<file path="src/rtl/pc_unit.sv">
// Fetch program counter: selects the next PC from reset, trap, redirect, RAS pop, call or PC+4,
// and keeps a circular return-address stack for predicted calls and returns.
module pc_unit #(
    parameter int              XLEN      = 32,
    parameter logic [XLEN-1:0] RESET_VEC = '0,
    parameter int              RAS_DEPTH = 4
) (
    input  logic            clk,
    input  logic            reset,
    input  logic            stall,
    input  logic            halt,
    input  logic            trap,
    input  logic [XLEN-1:0] trap_vec,
    input  logic            redirect_valid,
    input  logic [XLEN-1:0] redirect_target,
    input  logic            call,
    input  logic [XLEN-1:0] call_target,
    input  logic            ret,
    output logic [XLEN-1:0] pc_out,
    output logic [XLEN-1:0] pc_plus4,
    output logic            pc_valid,
    output logic            ras_empty,
    output logic            ras_full,
    output logic            ras_miss,
    output logic            misalign
);

    localparam int PTR_W = (RAS_DEPTH > 1) ? $clog2(RAS_DEPTH) : 1;

    localparam logic [1:0] S_BOOT = 2'd0;
    localparam logic [1:0] S_RUN  = 2'd1;
    localparam logic [1:0] S_HALT = 2'd2;

    localparam logic [PTR_W:0]  CNT_MAX = (PTR_W + 1)'(RAS_DEPTH);
    localparam logic [XLEN-1:0] PC_INC  = XLEN'(4);

    // Instruction addresses are word aligned; low bits of any target are dropped.
    function automatic logic [XLEN-1:0] align_tgt(input logic [XLEN-1:0] addr);
        return {addr[XLEN-1:2], 2'b00};
    endfunction

    function automatic logic is_misaligned(input logic [XLEN-1:0] addr);
        return |addr[1:0];
    endfunction

    logic [1:0]      r_state;
    logic [XLEN-1:0] r_pc;
    logic [XLEN-1:0] r_ras [RAS_DEPTH];
    logic [PTR_W-1:0] r_tos;
    logic [PTR_W:0]  r_cnt;
    logic            r_miss;
    logic            r_misalign;

    logic [1:0]       w_state_nxt;
    logic [XLEN-1:0]  w_pc_nxt;
    logic [XLEN-1:0]  w_pc_plus4;
    logic [XLEN-1:0]  w_ras_top;
    logic [PTR_W-1:0] w_tos_inc;
    logic [PTR_W-1:0] w_tos_dec;
    logic             w_push;
    logic             w_pop;
    logic             w_miss_nxt;
    logic             w_misalign_nxt;
    logic             w_ras_empty;
    logic             w_ras_full;

    assign w_pc_plus4  = r_pc + PC_INC;
    assign w_ras_empty = (r_cnt == '0);
    assign w_ras_full  = (r_cnt == CNT_MAX);
    assign w_ras_top   = r_ras[r_tos];
    assign w_tos_inc   = r_tos + 1'b1;
    assign w_tos_dec   = r_tos - 1'b1;

    // Next-PC selection: trap and redirect win in every state, the rest only while running.
    always_comb begin
        w_state_nxt    = r_state;
        w_pc_nxt       = r_pc;
        w_push         = 1'b0;
        w_pop          = 1'b0;
        w_miss_nxt     = 1'b0;
        w_misalign_nxt = 1'b0;
        if (trap) begin
            w_state_nxt    = S_RUN;
            w_pc_nxt       = align_tgt(trap_vec);
            w_misalign_nxt = is_misaligned(trap_vec);
        end else if (redirect_valid) begin
            w_state_nxt    = S_RUN;
            w_pc_nxt       = align_tgt(redirect_target);
            w_misalign_nxt = is_misaligned(redirect_target);
        end else begin
            case (r_state)
                S_BOOT: w_state_nxt = S_RUN;
                S_RUN: begin
                    if (halt) begin
                        w_state_nxt = S_HALT;
                    end else if (stall) begin
                        w_pc_nxt = r_pc;
                    end else if (ret) begin
                        if (w_ras_empty) begin
                            w_pc_nxt   = w_pc_plus4;
                            w_miss_nxt = 1'b1;
                        end else begin
                            w_pc_nxt       = align_tgt(w_ras_top);
                            w_misalign_nxt = is_misaligned(w_ras_top);
                            w_pop          = 1'b1;
                        end
                    end else if (call) begin
                        w_pc_nxt       = align_tgt(call_target);
                        w_misalign_nxt = is_misaligned(call_target);
                        w_push         = 1'b1;
                    end else begin
                        w_pc_nxt = w_pc_plus4;
                    end
                end
                S_HALT: w_state_nxt = S_HALT;
                default: w_state_nxt = S_BOOT;
            endcase
        end
    end

    always_ff @(posedge clk) begin
        if (reset) begin
            r_state    <= S_BOOT;
            r_pc       <= RESET_VEC;
            r_tos      <= '0;
            r_cnt      <= '0;
            r_miss     <= 1'b0;
            r_misalign <= 1'b0;
        end else begin
            r_state    <= w_state_nxt;
            r_pc       <= w_pc_nxt;
            r_miss     <= w_miss_nxt;
            r_misalign <= w_misalign_nxt;
            // A push onto a full stack overwrites the oldest entry, so the count saturates.
            if (w_push) begin
                r_tos <= w_tos_inc;
                if (!w_ras_full) begin
                    r_cnt <= r_cnt + 1'b1;
                end
            end else if (w_pop) begin
                r_tos <= w_tos_dec;
                r_cnt <= r_cnt - 1'b1;
            end
        end
    end

    // Stack storage carries data only and is never cleared; the count qualifies it.
    always_ff @(posedge clk) begin
        if (!reset && w_push) begin
            r_ras[w_tos_inc] <= w_pc_plus4;
        end
    end

    assign pc_out    = r_pc;
    assign pc_plus4  = w_pc_plus4;
    assign pc_valid  = (r_state == S_RUN);
    assign ras_empty = w_ras_empty;
    assign ras_full  = w_ras_full;
    assign ras_miss  = r_miss;
    assign misalign  = r_misalign;

endmodule

</file>
<file path="config.mk">
export PLATFORM = sky130hd
export DESIGN_NAME = pc_unit
export DESIGN_NICKNAME = d
export VERILOG_FILES = /design/src/rtl/pc_unit.sv
export SDC_FILE = /design/constraint.sdc
export NUM_CORES = 1
export LEC_CHECK = 0
export ABC_AREA = 1
export BUFFER_PORTS_ARGS = -buffer_cell sky130_fd_sc_hd__buf_4
export CAP_MARGIN = 10
export CORE_MARGIN = 2
export CORE_UTILIZATION = 40
export CTS_BUF_LIST = sky130_fd_sc_hd__clkbuf_16
export DETAILED_ROUTE_END_ITERATION = 8
export PLACE_DENSITY = 0.62
export SLEW_MARGIN = 5
export SYNTH_ARGS = -nofsm -noshare
export SYNTH_HDL_FRONTEND = slang
export SYNTH_SLANG_ARGS = --single-unit
</file>
<file path="constraint.sdc">
create_clock -name clk -period 7.45 [get_ports clk]
set_clock_uncertainty 0.15 [all_clocks]
set_input_delay 1.1175 -clock clk [delete_from_list [all_inputs] [get_ports clk]]
set_output_delay 1.1175 -clock clk [all_outputs]
set_load 0.01 [all_outputs]
</file>
=== After elaboration in Yosys (flattened, before gate mapping) ===
Memories as Yosys holds them, arrays and structs flattened. A register that Yosys moved wholly into a read port is not among the register bits.
Index checks and enable logic that the tools add are counted.

* RAM bits: 128
* Word-level logic and storage cells: 85
* Output and inout port bits: 69
* Register bits after elaboration: 41
* Memories: 1
* Bits of input ports: 104

* $add $sub $neg: 5
* Equality and inequality tests: 8
* Bitwise gates (word level): 4
* Reductions and logical operators: 15
* Muxes and demuxes: 44

{| class="wikitable"
|+ Memory list
! memory !! words !! bits a word !! rd ports !! clocked after Yosys merged registers in !! write ports !! line !! RTL
|-
| r_ras || 4 || 32 || 1 || 1 || 1 || 48 || <nowiki>logic [XLEN-1:0] r_ras [RAS_DEPTH];</nowiki>
|}

{| class="wikitable"
|+ Operator list
! kind !! number
|-
| $mux W32 || 8
|-
| $add A32 B3 Y32 const B || 1
|-
| $mux W1 || 27
|-
| $mux W2 || 5
|-
| $mux W3 || 3
|-
| $reduce_or A2 Y1 || 4
|-
| $reduce_or A7 Y1 || 1
|-
| $ne A3 B1 Y1 const B || 2
|-
| $pmux W2 S3 || 1
|-
| $reduce_and A3 Y1 || 2
|-
| $ne A2 B2 Y1 const B || 2
|-
| $ne A4 B4 Y1 const B || 1
|-
| $not A1 Y1 || 4
|-
| $add A3 B1 Y3 const B || 1
|-
| $eq A3 B3 Y1 const B || 1
|-
| $logic_not A3 Y1 || 1
|-
| $reduce_bool A3 Y1 || 1
|-
| $reduce_or A3 Y1 || 1
|-
| $sub A3 B1 Y3 const B || 1
|-
| $add A2 B1 Y2 const B || 1
|-
| $eq A2 B1 Y1 const B || 1
|-
| $eq A2 B2 Y1 const B || 1
|-
| $logic_not A2 Y1 || 1
|-
| $reduce_and A2 Y1 || 1
|-
| 4 further kinds || 4
|}

=== Longest topological paths before layout ===
Gate-level depths: netlist of run 1.

* Depth after elaboration: 12
* Gate-level depth with buffers: 15
* Depth with buffers taken out: 14

=== Worst setup path after synthesis of run 1 ===
No wires, ideal clock.

* Path kind: in2reg
* From: in redirect_valid
* To: mem r_ras[0][0] (enable)
* Path slack: 3.725 ns
* Library setup time: 0.421 ns
* Data required time: 6.879 ns
* Stages: 6
* Buffers on the path: 1
* Arrival time: 3.154 ns
* Path through: clkbuf_1 -> nor2_1 -> nand3_2 -> inv_1 -> nand2_1 -> nor2_1

* Word-level cells in the longest chain between the ends: 5

{| class="wikitable"
|+ RTL lines
! item !! line !! RTL
|-
| start, declared || 14 || <nowiki>input logic redirect_valid,</nowiki>
|-
| $mux W1 || 86 || <nowiki>end else if (redirect_valid) begin</nowiki>
|-
| $mux W1 || 82 || <nowiki>if (trap) begin</nowiki>
|-
| $logic_and A1 B1 Y1 || 149 || <nowiki>if (!reset && w_push) begin</nowiki>
|-
| $mux W1 || 149 ||
|-
| $mux W1 (not written as such) || 150 || <nowiki>r_ras[w_tos_inc] <= w_pc_plus4;</nowiki>
|-
| end, declared || 48 ||
|}

No other way between the ends.

=== Final worst setup path of run 1 ===
* From: reg r_pc[2] (netlist: pc_out[2])
* To: out pc_plus4[14]

* Word-level cells in the longest chain between the ends: 1

{| class="wikitable"
|+ RTL lines
! item !! line !! RTL
|-
| start, declared || 47 || <nowiki>logic [XLEN-1:0] r_pc;</nowiki>
|-
| start signal, assigned || 131 || <nowiki>r_pc <= w_pc_nxt;</nowiki>
|-
| $add A32 B3 Y32 || 67 || <nowiki>assign w_pc_plus4 = r_pc + PC_INC;</nowiki>
|-
| end, declared || 20 || <nowiki>output logic [XLEN-1:0] pc_plus4,</nowiki>
|}

No other way between the ends.

==> impl_metrics.ini, run 1 <==
[pwr]
clockPowerShare = 0.408
cellLeakagePower_nw = 4.54
switching_share = 0.250
cellPowerDensity_mw_per_mm2 = 204
max_vdd_drop_v = 0.000158
finalPower_mw = 2.19
power_switching_mw = 0.548
sequentialPowerShare = 0.486
design_internal_power_mw = 1.64
power.combinational.fraction = 0.106

[route]
wl_mm = 26.4
wire_per_inst_um = 18.2
ant_nets = 0
drc_errors = 0
number_of_vias_per_cell_after_detailed_routing = 5.07
dr.first_iter.drc_count = 706
first_pass_iters = 5
num_vias = 7339

[synth]
syn_inst = 1008
primary_flip_flop_cell_chosen_by_synthesis_mapping = sky130_fd_sc_hd__edfxtp_1
netlist_area_sq_mm = 0.00868
synth-edff-count = 128
synth.distinct_cells = 38
synthesis.nets = 1120
flip_flop_and_latch_count_after_synthesis = 171
asyncSetResetFlopFracSynth = 0
yosysWarningCount = 0
synth_sequential_area_ratio = 0.542
avgSynthCellArea_sq_um = 8.61

[global_route]
global_route.overflow_total = 0
via_count_of_the_first_global_routing_pass = 6840
grt_first_pass_wirelength_mm = 39.7
grt_use_total = 0.235
grt_antenna_before_repair = 0
pin_count_of_the_biggest_net_entering_global_routing = 64

[placement]
place.detailed.hpwl_mm = 19.1
gpl.final_weighted_congestion = 0.906
port_buffer_cells = 172
numPlacedInstances = 1416

[die]
placement_rows = 53
dieWidth_um = 151
initial_cell_density_of_the_core = 0.410
die_area_sq_mm = 0.0229
dieHeight_um = 151
design.core.area_sq_mm = 0.0212
ios = 173

[job]
maxCapViolCount = 0

[final_layout]
finalNonFillerCells = 1448
drive_gt1_frac = 0.248
final_nets = 1272
area_growth_pct = 23.9
antennaDiodeCount = 0

[outcome]
result_of_the_run = complete, no violations

[setup_path]
kind_of_end_point_of_the_critical_path = output pin
path_cells = ha_1, nand2_2, nor2_4, nand2_4, nor2_2, xnor2_1, inv_1, buf_4
number_of_buffer_and_inverter_stages_on_the_critical_path = 2
critPathRequiredTime_ns = 6.18
ws_path_type = reg -> out
critical_path.max_stage_delay_ns = 0.45
cp_slowest_cell = sky130_fd_sc_hd__dfxtp_1
maximum_net_fanout_on_the_critical_path = 6
crit_path_start_kind = flop
worstPathArrival_ns = 2.34
cp_top_delay_family = simple AND/OR/NAND/NOR gates

[clock_network]
cts-htree-levels = 4
count_of_clock_tree_sinks = 171
clkLatencyLatePin_ns = 0.43
postCtsSetupRepairBufs = 0
post_cts_resize_count = 0
cts_tree = built
cts_hold_buf = 0
ctsRootBufferMaster = sky130_fd_sc_hd__clkbuf_16
tritoncts.num_buffers = 17
path_clk_slew_ns = 0.07
clock_tree.buffer_depth = 2

[timing]
final.setup.tns_ns = 0
setup_violations = 0
worst_slew_pin_slew_ns = 1.09
timing.max_slew.rel_slack = 0.272
whs_ns = 0.340
final.min_clock_period_ns = 3.60
clock.fmax_mhz = 278
min_period_over_period = 0.484
report.final.slew_viol_count = 0
finalHoldViolations = 0
rsz0062_at_grt = no

[hold_path]
min_path_type = reg -> reg
## cell usage in the layout, fill, tap and decap left out, types with 9 or more instances in the layout
master | Yosys | layout
sky130_fd_sc_hd__o21ai_0 | 34 | 34
sky130_fd_sc_hd__a21oi_1 | 77 | 77
sky130_fd_sc_hd__nor2_2 | 4 | 9
sky130_fd_sc_hd__nand2_1 | 278 | 278
sky130_fd_sc_hd__buf_4 | 4 | 180
sky130_fd_sc_hd__edfxtp_1 | 128 | 128
sky130_fd_sc_hd__nor2_1 | 119 | 114
sky130_fd_sc_hd__o211ai_1 | 27 | 27
sky130_fd_sc_hd__dfxtp_1 | 43 | 42
sky130_fd_sc_hd__or2_2 | 39 | 39
sky130_fd_sc_hd__o21ai_1 | 14 | 14
sky130_fd_sc_hd__nand3_1 | 51 | 51
sky130_fd_sc_hd__clkbuf_16 | 0 | 17
sky130_fd_sc_hd__inv_1 | 71 | 72
## worst paths after layout
path                                  from           end  slack, ns  cells past startpoint
worst min register to register  r_state[0]    r_state[0]       0.34                      2
worst max register to register        flop     pc_out[3]       4.65                      8
worst max-delay path             pc_out[2]  pc_plus4[14]       3.85                      8
worst min-delay path            r_state[0]    r_state[0]       0.34                      2
## kinds of logic (layout without fill, tap and decap cells)
group | Yosys count | in the layout | synth area share
and+or+nand+nor | 526 | 526 | 0.266
DFF | 171 | 171 | 0.542
AOI/OAI and AO/OA | 161 | 161 | 0.103
buffers and inverters | 126 | 291 | 0.0598
xor gates and xnor gates | 16 | 16 | 0.0161
adders and majority gates | 8 | 8 | 0.0124
## registers in the layout (all words and copies together) (netlist names), named ones only
signal / cells
r_ras: 128
pc_out: 32
r_cnt: 3
r_state: 2
r_tos: 2
misalign: 1
ras_miss: 1
## layout make-up
cell class	count	area [sq um]
Clock inverter	15	164
Sequential cell	171	4710
Tap cell	275	344
Inverter	79	297
Clock buffer	17	425
Fill cell	1998	10400
Timing Repair Buffer	180	1350
Multi-Input combinational cell	711	3470
## routing by layer
layer / vias up / wire [um] / GRT usage / share of wire
li1: 3626 / - / - / -
met3: 32 / 1720 / 0.0334 / 0.065
met2: 288 / 12000 / 0.356 / 0.46
met4: 0 / 498 / 0.0692 / 0.019
met5: - / 0 / 0 / 0
met1: 3393 / 12200 / 0.350 / 0.46
## cells in the mapped netlist (all sizes together), types with 8 or more instances
cell type | count | area, sq um
nor2 | 132 | 582
nand3 | 53 | 275
nand2 | 287 | 1110
o21ai | 48 | 240
o211ai | 27 | 203
buf | 24 | 136
clkbuf | 23 | 86.3
xnor2 | 8 | 70.1
a21oi | 81 | 420
inv | 79 | 297
dfxtp | 43 | 861
edfxtp | 128 | 3840
xor2 | 8 | 70.1
or2 | 41 | 257
## power by group through the flow
stage	sequential (mW)	combinational, mW	clock (mW)
after floorplan	1.08	0.106	0
after global placement	1.09	0.231	0
after detailed placement	1.09	0.233	0
after CTS	1.06	0.233	0.903
after global routing	1.07	0.256	0.942
final	1.06	0.233	0.895
## worst register-to-register path: stages, from the launching register on
cell and delay (ns):
sky130_fd_sc_hd__dfxtp_2 0.31, sky130_fd_sc_hd__buf_4 0.50, sky130_fd_sc_hd__inv_2 0.64, sky130_fd_sc_hd__o21ai_0 0.38, sky130_fd_sc_hd__a21oi_1 0.13, sky130_fd_sc_hd__o21ai_0 0.36
sky130_fd_sc_hd__nand2_1 0.09, sky130_fd_sc_hd__nand2_1 0.08, sky130_fd_sc_hd__a21oi_1 0.05
## stage by stage
stage	utilization	cell area, sq um	setup slack (ns)
floorplan	-	8680	3.72
global placement	0.481	10200	4.22
detailed placement	0.481	10200	4.16
CTS	0.508	10800	3.91
global route	0.508	10800	3.77
finish	0.508	10800	3.85
No activity file was read; power rests on OpenSTA's default activity.
==> run 2: changes to the inputs <==
ABC_AREA = 0   (was 1)
clock period = 3.4 ns   (was 7.45 ns; I/O delays follow)
==> run 2 against run 1 <==
  * Area after synthesis decreased by 4.4%
  * Wire length grew 0.24%
  * Register-to-register slack worse by 3.9 ns
  * Worst hold slack worse by 0.14 ns
  * Highest routed layer unchanged
  * First-iteration DRC count shrank 26%
  * Sequential share of layout area increased by 0.85 points
==> impl_metrics.ini, run 2 <==
[clock_network]
tritoncts.num_buffers = 17
count_of_clock_tree_sinks = 171
postCtsSetupRepairBufs = 0
clock_tree.buffer_depth = 2
path_clk_slew_ns = 0.06
clkLatencyLatePin_ns = 0.43
cts-htree-levels = 4
ctsRootBufferMaster = sky130_fd_sc_hd__clkbuf_16
cts_hold_buf = 0
cts_tree = built

[pwr]
finalPower_mw = 4.75
max_vdd_drop_v = 0.000387
clockPowerShare = 0.387
design_internal_power_mw = 3.55
switching_share = 0.253
cellPowerDensity_mw_per_mm2 = 451
power_switching_mw = 1.20
cellLeakagePower_nw = 3.87
power.combinational.fraction = 0.118
sequentialPowerShare = 0.494

[synth]
asyncSetResetFlopFracSynth = 0
synth_commonest_cells = sky130_fd_sc_hd__edfxtp_1, sky130_fd_sc_hd__nand2_1, sky130_fd_sc_hd__dfxtp_1, sky130_fd_sc_hd__nor2_1
syn_inst = 660
netlist_area_sq_mm = 0.00830
synth.distinct_cells = 69
most_area_hungry_cell_type_in_the_yosys_netlist = sky130_fd_sc_hd__edfxtp_1
synthTopCellsByArea = sky130_fd_sc_hd__edfxtp_1, sky130_fd_sc_hd__dfxtp_1, sky130_fd_sc_hd__mux4_2
yosysWarningCount = 0
synth-edff-count = 128
avgSynthCellArea_sq_um = 12.6
primary_flip_flop_cell_chosen_by_synthesis_mapping = sky130_fd_sc_hd__edfxtp_1
synthesis.nets = 772
flip_flop_and_latch_count_after_synthesis = 171
dominant_cell_by_count_in_the_synthesized_netlist = sky130_fd_sc_hd__edfxtp_1
synth_sequential_area_ratio = 0.567
post-synth-top-area-fraction = 0.463

[placement]
port_buffer_cells = 172
placed_area_sq_mm = 0.00995
gpl.final_weighted_congestion = 0.908
numPlacedInstances = 1088
place.detailed.hpwl_mm = 18.8

[timing]
min_period_over_period = 0.949
clock.fmax_mhz = 310
worst_slew_pin_slew_ns = 0.908
final.min_clock_period_ns = 3.23
timing.max_slew.rel_slack = 0.393
setup_violations = 0
finalHoldViolations = 0
final.setup.tns_ns = 0
rsz0062_at_grt = no
whs_ns = 0.198
report.final.slew_viol_count = 0

[final_layout]
most-common-layout-cells = sky130_fd_sc_hd__buf_4, sky130_fd_sc_hd__edfxtp_1, sky130_fd_sc_hd__nand2_1
mostFrequentLayoutCell = sky130_fd_sc_hd__buf_4
final_nets = 949
finalNonFillerCells = 1119
drive_gt1_frac = 0.352
antennaDiodeCount = 0
seqCellArea_sq_mm = 0.00471
fill_cells = 1799
multiInputGateArea_sq_mm = 0.00338
largest_register_ff_count = 128
area_growth_pct = 27.1
top_register = r_ras
layout.cell_area.non_filler_sq_mm = 0.0106

[global_route]
grt_first_pass_wirelength_mm = 39.4
pin_count_of_the_biggest_net_entering_global_routing = 29
grt_use_total = 0.243
global_route.overflow_total = 0
via_count_of_the_first_global_routing_pass = 6558
grt_antenna_before_repair = 0

[route]
drc_errors = 0
first_pass_iters = 5
wire_per_inst_um = 23.7
num_vias = 6667
wl_mm = 26.5
number_of_vias_per_cell_after_detailed_routing = 5.96
ant_nets = 0
dr.first_iter.drc_count = 523

[setup_path]
worstRegToRegCells = 9
crit_path_start_kind = flop
kind_of_end_point_of_the_critical_path = output pin
maximum_net_fanout_on_the_critical_path = 8
ws_path_type = reg -> out
critPathRequiredTime_ns = 2.74
worstPathArrival_ns = 2.57

[die]
dieHeight_um = 148
design.core.area_sq_mm = 0.0203
ios = 173
initial_cell_density_of_the_core = 0.409
dieWidth_um = 148
die_area_sq_mm = 0.0219
placement_rows = 52

[outcome]
result_of_the_run = complete, no violations

[job]
maxCapViolCount = 0

[hold_path]
min_path_type = in -> reg
worst_hold_path_depth = 3
==> run 2: repair_timing <==
action | 4_1_cts | 5_1_grt
resized for setup | 2 | 6
hold endpoints to repair | 0 | 0
endpoints found under the setup margin | 5 | 5
==> run 2: layout make-up <==
class                      count  share of cell area
sequential                   171               0.446
multi-input combinational    430               0.320
timing repair buffer         201               0.144
clock buffer                  17              0.0403
tap                          270              0.0320
clock inverter                14              0.0119
inverter                      16             0.00569
==> run 2: path summary, 6_finish.rpt <==
path	start	endpoint	slack (ns)
worst min-delay path	ret	ras_miss	0.20
worst max-delay path	pc_out[4]	pc_plus4[29]	0.17
worst min register to register	pc_out[22]	pc_out[22]	0.36
worst max register to register	r_state[1]	r_cnt[2]	0.80
==> run 2: stage by stage <==
stage,setup slack (ns),util
6_report,0.173,0.520
5_1_grt,0.00791,0.520
4_1_cts,0.0524,0.518
3_5_place_dp,0.400,0.490
3_3_place_gp,0.490,0.490
2_1_floorplan,0.541,-
==> run 2: power by group through the flow <==
| stage | registers [mW] | clock network, mW | logic, mW |
|---|---|---|---|
| after floorplan | 2.39 | 0 | 0.238 |
| after global placement | 2.39 | 0 | 0.546 |
| after detailed placement | 2.39 | 0 | 0.553 |
| after CTS | 2.35 | 1.87 | 0.555 |
| after global routing | 2.36 | 1.95 | 0.601 |
| final | 2.35 | 1.84 | 0.563 |
==> run 2: cell families after synthesis <==
| kind of cell | after synthesis | share of synthesized area |
|---|---|---|
| AND/OR/NAND/NOR | 188 | 0.120 |
| AO/OA/AOI/OAI | 176 | 0.153 |
| flip-flops | 171 | 0.567 |
| buffers and inverters | 59 | 0.0333 |
| multiplexers | 35 | 0.0889 |
| XOR/XNOR | 23 | 0.0243 |
| adder cells (fa/ha/maj) | 8 | 0.0130 |
==> run 2: metal layers <==
metal  GRT usage  up-vias  share of wire
met2       0.386      322           0.47
li1            -     2970              -
met1       0.343     3338           0.43
met3      0.0417       37          0.082
met4      0.0771        0          0.021
met5           0        -              0
==> run 2: critical path: stages, from the launching register on <==
cell and delay (ns):
sky130_fd_sc_hd__dfxtp_1 0.49, sky130_fd_sc_hd__and4_1 0.35, sky130_fd_sc_hd__and4_1 0.33, sky130_fd_sc_hd__nand3_2 0.28
sky130_fd_sc_hd__nor2_1 0.27, sky130_fd_sc_hd__xor2_2 0.25, sky130_fd_sc_hd__buf_4 0.17
==> run 3: changes to the inputs <==
CORE_UTILIZATION = 45   (was 40)
CTS_CLUSTER_DIAMETER = 40   (was unset)
PLACE_DENSITY = 0.69   (was 0.62)
==> run 3 against run 2 <==
  * Utilization up 6.2 points
  * First-iteration DRC count increased by 63%
  * Register-to-register slack lost 0.05 ns
  * Via count increased by 0.76%
  * Clock power decreased by 3%
  * Combinational power is essentially flat
  * Wire length shrank 3.2%
  * Sequential power barely moved
  * Sequential cell count unchanged
  * Critical path depth stayed put
  * Cell area shrank 0.70%
  * Largest cell class unchanged
  * Highest routed layer unchanged
==> impl_metrics.ini, run 3 (synthesis results as in run 2) <==
[outcome]
result_of_the_run = complete, no violations

[setup_path]
number_of_buffer_and_inverter_stages_on_the_critical_path = 1
rrSetupSlack_ns = 0.75
cp_top_delay_family = simple AND/OR/NAND/NOR gates
cp_slowest_cell = sky130_fd_sc_hd__nor4_1
kind_of_end_point_of_the_critical_path = output pin
ws_path_type = reg -> out
critPathRequiredTime_ns = 2.74
worstPathArrival_ns = 2.59
worstRegToRegCells = 8
critical_path.reg2reg.startpoint = r_state[1]
maximum_net_fanout_on_the_critical_path = 9
path_cells = ha_1, and2_1, nand4_2, nor4_1, or2_1, buf_4
timing.rr.end = r_ras[3][17]
crit_path_start_kind = flop
critical_path.max_stage_delay_ns = 0.50

[pwr]
finalPower_mw = 4.70
max_vdd_drop_v = 0.000386
cellPowerDensity_mw_per_mm2 = 448
cellLeakagePower_nw = 3.86

[placement]
placed_area_sq_mm = 0.00988
gpl.final_weighted_congestion = 0.959
port_buffer_cells = 172
place.detailed.hpwl_mm = 17.8
detailedPlace.worstSlack_ns = 0.396

[final_layout]
area_growth_pct = 26.2
fill_cells = 1487
most-common-layout-cells = sky130_fd_sc_hd__buf_4, sky130_fd_sc_hd__edfxtp_1, sky130_fd_sc_hd__nand2_1
final_nets = 948
top_register = r_ras
mostFrequentLayoutCell = sky130_fd_sc_hd__buf_4
antennaDiodeCount = 0
layout.cell_area.non_filler_sq_mm = 0.0105
drive_gt1_frac = 0.355
largest_register_ff_count = 128

[clock_network]
clkLatencyLatePin_ns = 0.44
count_of_clock_tree_sinks = 171
cts_hold_buf = 0
postCtsSetupRepairBufs = 0
clock_tree.buffer_depth = 2
ctsRootBufferMaster = sky130_fd_sc_hd__clkbuf_16
tritoncts.num_buffers = 17
cts-htree-levels = 4
cts_tree = built
path_clk_slew_ns = 0.07

[timing]
timing.max_slew.rel_slack = 0.428
finalWorstSetupSlack_ns = 0.149
finalHoldViolations = 0
clock.fmax_mhz = 308
setup_violations = 0
final.setup.tns_ns = 0
worst_slew_pin_slew_ns = 0.848
rsz0062_at_grt = no
final.min_clock_period_ns = 3.25
report.final.slew_viol_count = 0
min_period_over_period = 0.956

[route]
wl_mm = 25.6
wire_per_inst_um = 23.8
ant_nets = 0
number_of_vias_per_cell_after_detailed_routing = 6.23
num_vias = 6718
first_pass_iters = 5
drc_errors = 0
dr.first_iter.drc_count = 851

[die]
placement_rows = 49
ios = 173
dieWidth_um = 140
initial_cell_density_of_the_core = 0.460
die_area_sq_mm = 0.0195
dieHeight_um = 140
design.core.area_sq_mm = 0.0180

[global_route]
global_route.overflow_total = 0
via_count_of_the_first_global_routing_pass = 6566
grt_antenna_before_repair = 0
grt_use_total = 0.261
grt_first_pass_wirelength_mm = 38.2
pin_count_of_the_biggest_net_entering_global_routing = 34

[job]
maxCapViolCount = 0

[hold_path]
min_path_type = in -> reg
timing.hold.worst.start = ret
hold_path_end = ras_miss
worst_hold_path_depth = 3
-- run 3: changes by cell type in the layout (fill, tap and decap cells not counted), sizes merged --
cell    before  now
buf        201  200
bufinv       1    0
clkinv       7    8
inv         19   20
-- run 3: layout make-up --
cell class,instances,area (sq um),share of cell area
well taps,229,287,0.0273
inverters,16,60.1,0.00573
multi-input cells,430,3380,0.323
repair buffers,200,1500,0.143
clock inverters,15,114,0.0109
clock buffers,17,425,0.0406
flip-flops and latches,171,4710,0.449
-- run 3: where the power goes --
group | internal [mW] | total [mW] | switching, mW
Sequential | 2.29 | 2.35 | 0.0642
Combinational | 0.259 | 0.562 | 0.303
Clock | 0.944 | 1.79 | 0.842
Total | 3.49 | 4.70 | 1.21
-- run 3: what timing repair did --
action | in CTS | in global routing
endpoints found under the setup margin | 3 | 7
resized for setup | 3 | 7
pin swaps | 0 | 0
-- run 3: stage by stage --
stage	utilization	std cells	hold slack, ns
global route	0.581	1078	0.205
CTS	0.579	1078	0.175
global placement	0.548	1046	0.346
detailed placement	0.548	1046	0.362
floorplan	-	660	0.348
finish	0.581	1078	0.185
-- run 3: worst max-delay path by stage --
stage / startpoint / endpoint / slack [ns] / depth (start not counted)
CTS: pc_out[2] / pc_plus4[30] / 0.03 / 7
detailed placement: pc_out[4] / pc_plus4[25] / 0.40 / 6
global placement: pc_out[4] / pc_plus4[25] / 0.54 / 6
global route: pc_out[3] / pc_plus4[30] / 0.05 / 7
finish: pc_out[3] / pc_plus4[28] / 0.15 / 6
floorplan: r_state[1] / r_ras[0][0] / 0.54 / 8
-- run 3: layer usage --
metal,wire (um),vias up,GRT usage
li1,-,2976,-
met1,10300,3251,0.355
met2,11900,425,0.404
met3,2560,66,0.0623
met5,0,-,0
met4,851,0,0.108
-- run 3: worst min-delay path, cell delays in order --
cell and delay, ns:
sky130_fd_sc_hd__buf_4 0.14, sky130_fd_sc_hd__nand2_1 0.05, sky130_fd_sc_hd__nor2_1 0.03
